--- src/rtl/ram_bus_arbiter_pkg.sv ---
// rtl/ram_bus_arbiter_pkg.sv - shared state encodings, master IDs and arbitration helper
package ram_bus_arbiter_pkg;

  typedef enum logic [1:0] {
    ARB_IDLE   = 2'd0,
    ARB_ISSUE  = 2'd1,
    ARB_RDWAIT = 2'd2
  } arb_state_e;

  localparam logic MASTER_M0 = 1'b0;
  localparam logic MASTER_M1 = 1'b1;

  localparam int DEFAULT_STARVE_LIMIT = 4;

  // m1 wins when it is alone, or when m0 has starved it for too long
  function automatic logic pick_m1(input logic m0_req, input logic m1_req, input logic starved);
    return m1_req && (!m0_req || starved);
  endfunction

endpackage

--- src/rtl/ram_bus_arbiter.sv ---
// rtl/ram_bus_arbiter.sv - two-master RAM bus arbiter, m0 priority with m1 starvation guard
module ram_bus_arbiter
  import ram_bus_arbiter_pkg::*;
#(
  parameter int READ_LATENCY = 1,
  parameter int STARVE_LIMIT = DEFAULT_STARVE_LIMIT
) (
  input  logic        clk,
  input  logic        i_reset_n,
  input  logic        i_m0_req,
  input  logic        i_m0_we,
  input  logic [31:0] i_m0_addr,
  input  logic [31:0] i_m0_wdata,
  input  logic [2:0]  i_m0_len,
  output logic        o_m0_gnt,
  output logic        o_m0_rvalid,
  output logic [31:0] o_m0_rdata,
  input  logic        i_m1_req,
  input  logic        i_m1_we,
  input  logic [31:0] i_m1_addr,
  input  logic [31:0] i_m1_wdata,
  input  logic [2:0]  i_m1_len,
  output logic        o_m1_gnt,
  output logic        o_m1_rvalid,
  output logic [31:0] o_m1_rdata,
  output logic [31:0] o_ram_address,
  output logic [31:0] o_ram_wr_data,
  output logic        o_ram_wr_enable,
  output logic [2:0]  o_ram_write_length,
  input  logic [31:0] i_ram_read_data,
  output logic        o_busy
);

  localparam logic [2:0] RD_LAT     = 3'(READ_LATENCY);
  localparam logic [2:0] STARVE_CAP = 3'(STARVE_LIMIT);

  arb_state_e  state_q, state_d;
  logic [2:0]  starve_q, starve_d;
  logic [2:0]  lat_q, lat_d;
  logic        owner_q, owner_d;
  logic        we_q, we_d;
  logic [31:0] addr_q, addr_d;
  logic [31:0] wdata_q, wdata_d;
  logic [2:0]  len_q, len_d;
  logic        wr_en_q, wr_en_d;
  logic        gnt0_q, gnt0_d, gnt1_q, gnt1_d;
  logic        rv0_q, rv0_d, rv1_q, rv1_d;
  logic        busy_q, busy_d;
  logic        win_m1;
  logic        last_rd;

  always_comb begin
    state_d  = state_q;
    starve_d = starve_q;
    lat_d    = lat_q;
    owner_d  = owner_q;
    we_d     = we_q;
    addr_d   = addr_q;
    wdata_d  = wdata_q;
    len_d    = len_q;
    wr_en_d  = 1'b0;
    gnt0_d   = 1'b0;
    gnt1_d   = 1'b0;
    last_rd  = 1'b0;
    win_m1   = pick_m1(i_m0_req, i_m1_req, starve_q >= STARVE_CAP);

    case (state_q)
      ARB_IDLE: begin
        if (i_m0_req || i_m1_req) begin
          state_d = ARB_ISSUE;
          owner_d = win_m1 ? MASTER_M1 : MASTER_M0;
          we_d    = win_m1 ? i_m1_we    : i_m0_we;
          addr_d  = win_m1 ? i_m1_addr  : i_m0_addr;
          wdata_d = win_m1 ? i_m1_wdata : i_m0_wdata;
          len_d   = win_m1 ? i_m1_len   : i_m0_len;
          wr_en_d = we_d;
          gnt0_d  = !win_m1;
          gnt1_d  = win_m1;
          if (win_m1) begin
            starve_d = 3'd0;
          end else if (i_m1_req && starve_q != 3'd7) begin
            starve_d = starve_q + 3'd1;
          end
        end
      end
      ARB_ISSUE: begin
        if (we_q) begin
          state_d = ARB_IDLE;
        end else begin
          state_d = ARB_RDWAIT;
          lat_d   = 3'd1;
          last_rd = (RD_LAT == 3'd1);
        end
      end
      ARB_RDWAIT: begin
        if (lat_q == RD_LAT) begin
          state_d = ARB_IDLE;
        end else begin
          lat_d   = lat_q + 3'd1;
          last_rd = (lat_d == RD_LAT);
        end
      end
      default: state_d = ARB_IDLE;
    endcase

    // m1 is only considered starved while it keeps asking without a break
    if (!i_m1_req) begin
      starve_d = 3'd0;
    end

    rv0_d  = last_rd && (owner_q == MASTER_M0);
    rv1_d  = last_rd && (owner_q == MASTER_M1);
    busy_d = (state_d != ARB_IDLE);
  end

  always_ff @(posedge clk) begin
    if (!i_reset_n) begin
      state_q  <= ARB_IDLE;
      starve_q <= 3'd0;
      lat_q    <= 3'd0;
      owner_q  <= MASTER_M0;
      we_q     <= 1'b0;
      addr_q   <= 32'd0;
      wdata_q  <= 32'd0;
      len_q    <= 3'd0;
      wr_en_q  <= 1'b0;
      gnt0_q   <= 1'b0;
      gnt1_q   <= 1'b0;
      rv0_q    <= 1'b0;
      rv1_q    <= 1'b0;
      busy_q   <= 1'b0;
    end else begin
      state_q  <= state_d;
      starve_q <= starve_d;
      lat_q    <= lat_d;
      owner_q  <= owner_d;
      we_q     <= we_d;
      addr_q   <= addr_d;
      wdata_q  <= wdata_d;
      len_q    <= len_d;
      wr_en_q  <= wr_en_d;
      gnt0_q   <= gnt0_d;
      gnt1_q   <= gnt1_d;
      rv0_q    <= rv0_d;
      rv1_q    <= rv1_d;
      busy_q   <= busy_d;
    end
  end

  assign o_m0_gnt           = gnt0_q;
  assign o_m1_gnt           = gnt1_q;
  assign o_m0_rvalid        = rv0_q;
  assign o_m1_rvalid        = rv1_q;
  // the RAM returns data in the strobe cycle itself, so it is steered, not stored
  assign o_m0_rdata         = rv0_q ? i_ram_read_data : 32'd0;
  assign o_m1_rdata         = rv1_q ? i_ram_read_data : 32'd0;
  assign o_ram_address      = addr_q;
  assign o_ram_wr_data      = wdata_q;
  assign o_ram_wr_enable    = wr_en_q;
  assign o_ram_write_length = len_q;
  assign o_busy             = busy_q;

endmodule

--- config.mk ---
export PLATFORM = sky130hd
export DESIGN_NAME = ram_bus_arbiter
export DESIGN_NICKNAME = d
export VERILOG_FILES = /design/src/rtl/ram_bus_arbiter_pkg.sv /design/src/rtl/ram_bus_arbiter.sv
export SDC_FILE = /design/constraint.sdc
export NUM_CORES = 1
export LEC_CHECK = 0
export ABC_CLOCK_PERIOD_IN_PS = 2100
export CAP_MARGIN = 20
export CELL_PAD_IN_SITES_DETAIL_PLACEMENT = 1
export CELL_PAD_IN_SITES_GLOBAL_PLACEMENT = 1
export CORE_MARGIN = 8
export CORE_UTILIZATION = 23
export DETAILED_ROUTE_END_ITERATION = 16
export PLACE_DENSITY = 0.83
export REMOVE_ABC_BUFFERS = 1
export SYNTH_ARGS = -nofsm -noshare
export SYNTH_HDL_FRONTEND = slang
export SYNTH_SLANG_ARGS = --single-unit
--- constraint.sdc ---
create_clock -name clk -period 2.1 [get_ports clk]
set_input_delay 0.21 -clock clk [delete_from_list [all_inputs] [get_ports clk]]
set_output_delay 0.21 -clock clk [all_outputs]
set_load 0.05 [all_outputs]
==> results.ini, run 1 <==
[power_and_ir_drop]
p_leak_nw=3.27
irDropWorstVdd_uv=432
power.density_nw_per_um2=751

[cells_and_area]
nNetsFinal=865
final_util=0.453
stdcell_area_um2=7520
area_growth_pct=92.8
diodes=0
final_common_cell=clkdlybuf4s50_1
most-common-layout-cells=241 x clkdlybuf4s50_1, 83 x dfxtp_1, 68 x and3_1, 68 x a221o_1, 64 x and2_1
fin_cells=909
layout-drive-gt1-share=0.145

[synth]
yosys.area.top_type_share=0.426
synth.yosys.warnings=0
synthCells=391
yosys-top-cells-area=dfxtp_1 43%, a221o_1 17%, and3_1 11%, and2_1 10%, buf_6 2.9%
syn-mean-instance-area_um2=9.97
ys_seq_area_frac=0.426
ys_ff_latch=83
synthArstFlopShare=0
syn-cell-area_um2=3900
synth_cell_types=41
synthFlopType=dfxtp_1
synth_edf_count=0
yosysTopAreaCell=dfxtp_1

[cts]
insertion_delay_ns=0.34
cts_tree=yes
clock-root-buffer=clkbuf_16
clockBufferDepth=2
path_clk_slew_ns=0.06
post_cts_buffers=0
numCtsBuffers=9
cts_sinks=83
cts_max_level=3

[detailed_routing]
drt_iter0_markers=162
vias=4538
wl_um=19400
routedWlPerCell_um=21.3
via_per_inst=4.99
ant_nets=0
drc=0
dr.pass1.iters=4

[die]
io_pins=309
row_count=47
core_um2=16600
dieArea_um2=21400
die_width_um=146
die_h_um=146
start_util=0.235

[place]
place.gp.congestion=0.864
port_buffers=308
dp_slack_ns=0.0662
postPlaceCellArea_um2=7180
hpwl_um=15500
dp_cells=893

[critical_path]
arrival_ns=2.23
crit_path_max_fanout=40
critical_path_class=flop to flop
cp_data_required_time_ns=2.38
start_kind=flop
end_kind=flop

[grt]
grt_start_max_net_pins=47
grt_pass1_wl_um=29600
met1_usage=0.172
grt_util_met2=0.310
gr-usage-all-layers=0.173
antenna_found_initial=0
grt_overflow=0
grt_pass1_vias=5160
grt.busiest_layer=met2
met3_usage=0.0819

[worst_hold_path]
worstHoldPathType=primary input to flop

[sta]
finClkSkew_ns=0.0109
tightest_slew_ns=0.581
fmax_mhz=512
fin_crit_ns=1.95
slew-limit-headroom=0.612
setup_viol=0
maxSlewViolCount=0
setup_slack_ns=0.148
hold_viol=0
fin_crit_sh=0.929
rsz0062_at_grt=false

[flow_run]
drv_cap=0

[status]
outcome=complete, no violations

==> metrics by stage <==
step / power, mW / setup TNS [ns] / hold slack (ns)
6_report: 5.65 / 0 / 0.263
5_1_grt: 5.88 / 0 / 0.272
4_1_cts: 5.71 / 0 / 0.254
3_5_place_dp: 3.94 / 0 / 0.467
3_3_place_gp: 3.87 / 0 / 0.460
2_1_floorplan: 2.95 / -38.27 / 0.336
==> state kept, by name (all words and copies together), names as in the netlist <==
| register | count |
|---|---|
| o_m1_rvalid | 1 |
| o_ram_wr_data | 32 |
| o_ram_write_length | 3 |
| o_ram_address | 32 |
| lat_q | 3 |
| starve_q | 3 |
| o_m0_rvalid | 1 |
| o_m0_gnt | 1 |
| o_busy | 1 |
| owner_q | 1 |
| o_ram_wr_enable | 1 |
| we_q | 1 |
| o_m1_gnt | 1 |
| state_q | 2 |
==> critical path, stage by stage, from the launching register on <==
cell and delay, ns:
dfxtp_1 0.37, inv_1 0.13, ha_1 0.42, nand3_1 0.20, a21oi_4 0.21, buf_6 0.32, a221o_1 0.22
==> worst paths after layout <==
| path | startpoint | to | slack, ns | cells after the start |
|---|---|---|---|---|
| max | state_q[0]$_SDFF_PN0_ | o_ram_wr_data[23]$_SDFFE_PN0P_ | 0.15 | 6 |
| min | i_reset_n | owner_q$_SDFFE_PN0P_ | 0.26 | 2 |
| max reg2reg | state_q[0]$_SDFF_PN0_ | o_ram_wr_data[23]$_SDFFE_PN0P_ | 0.15 | 6 |
| min reg2reg | owner_q$_SDFFE_PN0P_ | o_m0_rvalid$_SDFF_PN0_ | 0.48 | 1 |
==> Yosys cell counts, types with 2 or more instances <==
| cell | count |
|---|---|
| a31oi_1 | 2 |
| nor2b_1 | 4 |
| nand2_1 | 7 |
| inv_1 | 5 |
| ha_1 | 9 |
| o2111ai_1 | 2 |
| clkbuf_1 | 22 |
| and3b_1 | 2 |
| nand3_1 | 4 |
| and2_1 | 64 |
| a221o_1 | 68 |
| and3_1 | 68 |
| nor2_1 | 3 |
| nor3_1 | 2 |
| nand2b_1 | 3 |
| o21ai_0 | 2 |
| buf_6 | 10 |
| a21oi_1 | 7 |
| buf_2 | 3 |
| dfxtp_1 | 83 |
==> layer usage <==
layer  wire length [um]  vias to the layer above
li1                   -                     2067
met1               7270                     2187
met2               9550                      258
met3               2160                       26
met4                419                        0
met5                  0                        -
==> where the power goes <==
part / leakage, nW / internal (mW) / switching (mW)
Clock: 0.160 / 1.08 / 0.661
Combinational: 2.42 / 0.847 / 1.19
Sequential: 0.683 / 1.76 / 0.107
Total: 3.27 / 3.69 / 1.96
==> layout make-up <==
cell class / count / area (um2)
fillers: 1825 / 9070
multi-input cells: 267 / 2020
clock buffers: 11 / 243
flip-flops and latches: 83 / 1660
well taps: 220 / 275
repair buffers: 318 / 3220
clock inverters: 5 / 86.3
inverters: 5 / 18.8
==> logic make-up after synthesis <==
| group | after synthesis | synth area share |
|---|---|---|
| adder cells (fa/ha/maj) | 9 | 0.0289 |
| flip-flops | 83 | 0.426 |
| AND/OR/NAND/NOR | 167 | 0.269 |
| buffers and inverters | 41 | 0.0607 |
| AO/OA/AOI/OAI | 91 | 0.215 |
==> timing repair <==
item	in CTS	in global routing
setup endpoints to repair	0	40
gates resized for setup	0	1
hold buffers	0	0
No activity file was read; power rests on OpenSTA's default activity.
==> run 2, diff against run 1 <==
--- a/config.mk
+++ b/config.mk
@@ -5,14 +5,14 @@
 export SDC_FILE = /design/constraint.sdc
 export NUM_CORES = 1
 export LEC_CHECK = 0
-export ABC_CLOCK_PERIOD_IN_PS = 2100
+export ABC_CLOCK_PERIOD_IN_PS = 2400
 export CAP_MARGIN = 20
 export CELL_PAD_IN_SITES_DETAIL_PLACEMENT = 1
 export CELL_PAD_IN_SITES_GLOBAL_PLACEMENT = 1
-export CORE_MARGIN = 8
-export CORE_UTILIZATION = 23
+export CORE_MARGIN = 5
+export CORE_UTILIZATION = 25
 export DETAILED_ROUTE_END_ITERATION = 16
-export PLACE_DENSITY = 0.83
+export PLACE_DENSITY = 0.89
 export REMOVE_ABC_BUFFERS = 1
 export SYNTH_ARGS = -nofsm -noshare
 export SYNTH_HDL_FRONTEND = slang
==> constraint.sdc (replaced) <==
create_clock -name clk -period 2.4 [get_ports clk]
set_input_delay 0.24 -clock clk [delete_from_list [all_inputs] [get_ports clk]]
set_output_delay 0.24 -clock clk [all_outputs]
set_load 0.05 [all_outputs]
==> results.ini, run 2 (synthesized netlist as in run 1, its figures left out) <==
[critical_path]
end_kind=output pin  ; was flop
regToRegSetupSlack_ns=0.51  ; was 0.15 ns
arrival_ns=1.87  ; was 2.23 ns
worstReg2RegStart=state_q[0]$_SDFF_PN0_  ; unchanged
critical_path_class=flop to output pin  ; was flop to flop
crit_path_max_fanout=33  ; was 40
cp_data_required_time_ns=2.16  ; was 2.38 ns
start_kind=flop  ; unchanged
rr_worst_depth=6  ; unchanged
worstReg2RegEnd=o_ram_wr_data[7]$_SDFFE_PN0P_  ; was o_ram_wr_data[23]$_SDFFE_PN0P_

[grt]
antenna_found_initial=2  ; was 0
grt_start_max_net_pins=71  ; was 47
gr-usage-all-layers=0.190  ; was 0.173
grt_overflow=0  ; unchanged
grt_pass1_wl_um=27100  ; was 29600 um
grt_pass1_vias=4808  ; was 5160

[cts]
cts_max_level=3  ; unchanged
cts_tree=yes  ; unchanged
clockBufferDepth=2  ; unchanged
numCtsBuffers=9  ; unchanged
cts_sinks=83  ; unchanged
clock-root-buffer=clkbuf_16  ; unchanged
insertion_delay_ns=0.34  ; about the same
hold_buffers=0  ; unchanged
post_cts_buffers=0  ; unchanged
cts.repair.resized=0  ; unchanged
path_clk_slew_ns=0.05  ; was 0.06 ns

[place]
place.gp.congestion=0.837  ; was 0.864
hpwl_um=14300  ; was 15500 um
port_buffers=308  ; unchanged
dp_cells=881  ; was 893

[sta]
setup_viol=0  ; unchanged
finClkSkew_ns=0.0124  ; was 0.0109 ns
hold_viol=0  ; unchanged
fin_crit_sh=0.881
tightest_slew_ns=0.575  ; was 0.581 ns
rsz0062_at_grt=false  ; unchanged
maxSlewViolCount=0  ; unchanged
fmax_mhz=473
fin_crit_ns=2.11
slew-limit-headroom=0.615  ; was 0.612

[die]
die_width_um=135  ; was 146 um
dieArea_um2=18200  ; was 21400 um2
row_count=45  ; was 47
core_um2=15300  ; was 16600 um2
start_util=0.256  ; was 0.235
die_h_um=135  ; was 146 um
io_pins=309  ; unchanged

[detailed_routing]
drt_iter0_markers=225  ; was 162
dr.pass1.iters=4  ; unchanged
routedWlPerCell_um=20.2  ; was 21.3 um
drc=0  ; unchanged
wl_um=18100  ; was 19400 um
vias=4404  ; was 4538
via_per_inst=4.90  ; was 4.99
ant_nets=0  ; unchanged

[cells_and_area]
fin_cells=898  ; was 909
num-fill-cells=1659  ; was 1825
area_growth_pct=89.7  ; was 92.8%
final_common_cell=clkdlybuf4s50_1  ; unchanged
nNetsFinal=862  ; was 865
layout-drive-gt1-share=0.0816  ; was 0.145
final_util=0.485  ; was 0.453
ff_latch_area_um2=1660  ; unchanged
most-common-layout-cells=283 x clkdlybuf4s50_1, 83 x dfxtp_1, 68 x and3_1, 68 x a221o_1, 64 x and2_1  ; was 241 x clkdlybuf4s50_1, 83 x dfxtp_1, 68 x and3_1, 68 x a221o_1, 64 x and2_1
multi_input_area_um2=2020  ; unchanged

[worst_hold_path]
worstHoldPathType=primary input to flop  ; unchanged
hold_depth=3  ; was 2
hold_path_end=o_m0_rvalid$_SDFF_PN0_  ; was owner_q$_SDFFE_PN0P_
min_from=i_reset_n  ; unchanged

[power_and_ir_drop]
power.density_nw_per_um2=662  ; was 751 nW/um2
irDropWorstVdd_uv=362  ; was 432 uV
p_leak_nw=3.13  ; was 3.27 nW

[flow_run]
drv_cap=0  ; unchanged

[status]
outcome=complete, no violations  ; unchanged

-- run 2: worst max-delay path by stage --
stage                                       from                       endpoint  slack [ns]  cells after the start
after floorplan            state_q[0]$_SDFF_PN0_  o_ram_address[0]$_SDFFE_PN0P_       -0.24                      5
after global placement       i_ram_read_data[17]                 o_m1_rdata[17]        0.46                      3
after detailed placement                i_m1_req  o_ram_wr_data[7]$_SDFFE_PN0P_        0.40                      5
after CTS                 o_m1_rvalid$_SDFF_PN0_                 o_m1_rdata[26]        0.26                      3
after global routing      o_m0_rvalid$_SDFF_PN0_                 o_m0_rdata[28]        0.18                      3
final                     o_m1_rvalid$_SDFF_PN0_                 o_m1_rdata[26]        0.29                      3
-- run 2: layout make-up --
class,instances,area share
repair buffers,315,0.420
clock inverters,6,0.0117
diodes,1,0.000338
multi-input cells,267,0.273
clock buffers,10,0.0323
well taps,211,0.0357
flip-flops and latches,83,0.225
inverters,5,0.00254
-- run 2: metal layers --
metal | track usage | vias up | routed length (um) | part of all wire
met2 | 0.358 | 228 | 9350 | 0.52
met5 | 0 | - | 20 | 0.0011
li1 | - | 2060 | - | -
met4 | 0.0769 | 2 | 527 | 0.029
met1 | 0.188 | 2081 | 6380 | 0.35
met3 | 0.0686 | 33 | 1850 | 0.10
-- run 2: metrics by stage --
step / power (mW) / TNS, ns / worst slack [ns] / cell area [um2] / hold WS, ns
floorplan: 2.58 / -16.97 / -0.244 / 3680 / 0.366
detailed placement: 3.41 / 0 / 0.399 / 7070 / 0.449
global placement: 3.37 / 0 / 0.461 / 7070 / 0.449
CTS: 4.94 / 0 / 0.257 / 7390 / 0.372
finish: 4.90 / 0 / 0.287 / 7400 / 0.385
global route: 5.08 / 0 / 0.182 / 7400 / 0.401
-- run 2: where the power goes --
group / internal (mW) / switching [mW] / leakage [nW] / total (mW)
Clock: 0.940 / 0.577 / 0.159 / 1.52
Sequential: 1.54 / 0.0983 / 0.683 / 1.64
Combinational: 0.727 / 1.02 / 2.28 / 1.74
-- run 2: worst max-delay path, cell delays in order (launching register included) --
cell	delay, ns
dfxtp_1	0.31
buf_4	0.24
and2_1	0.18
clkdlybuf4s50_1	0.81
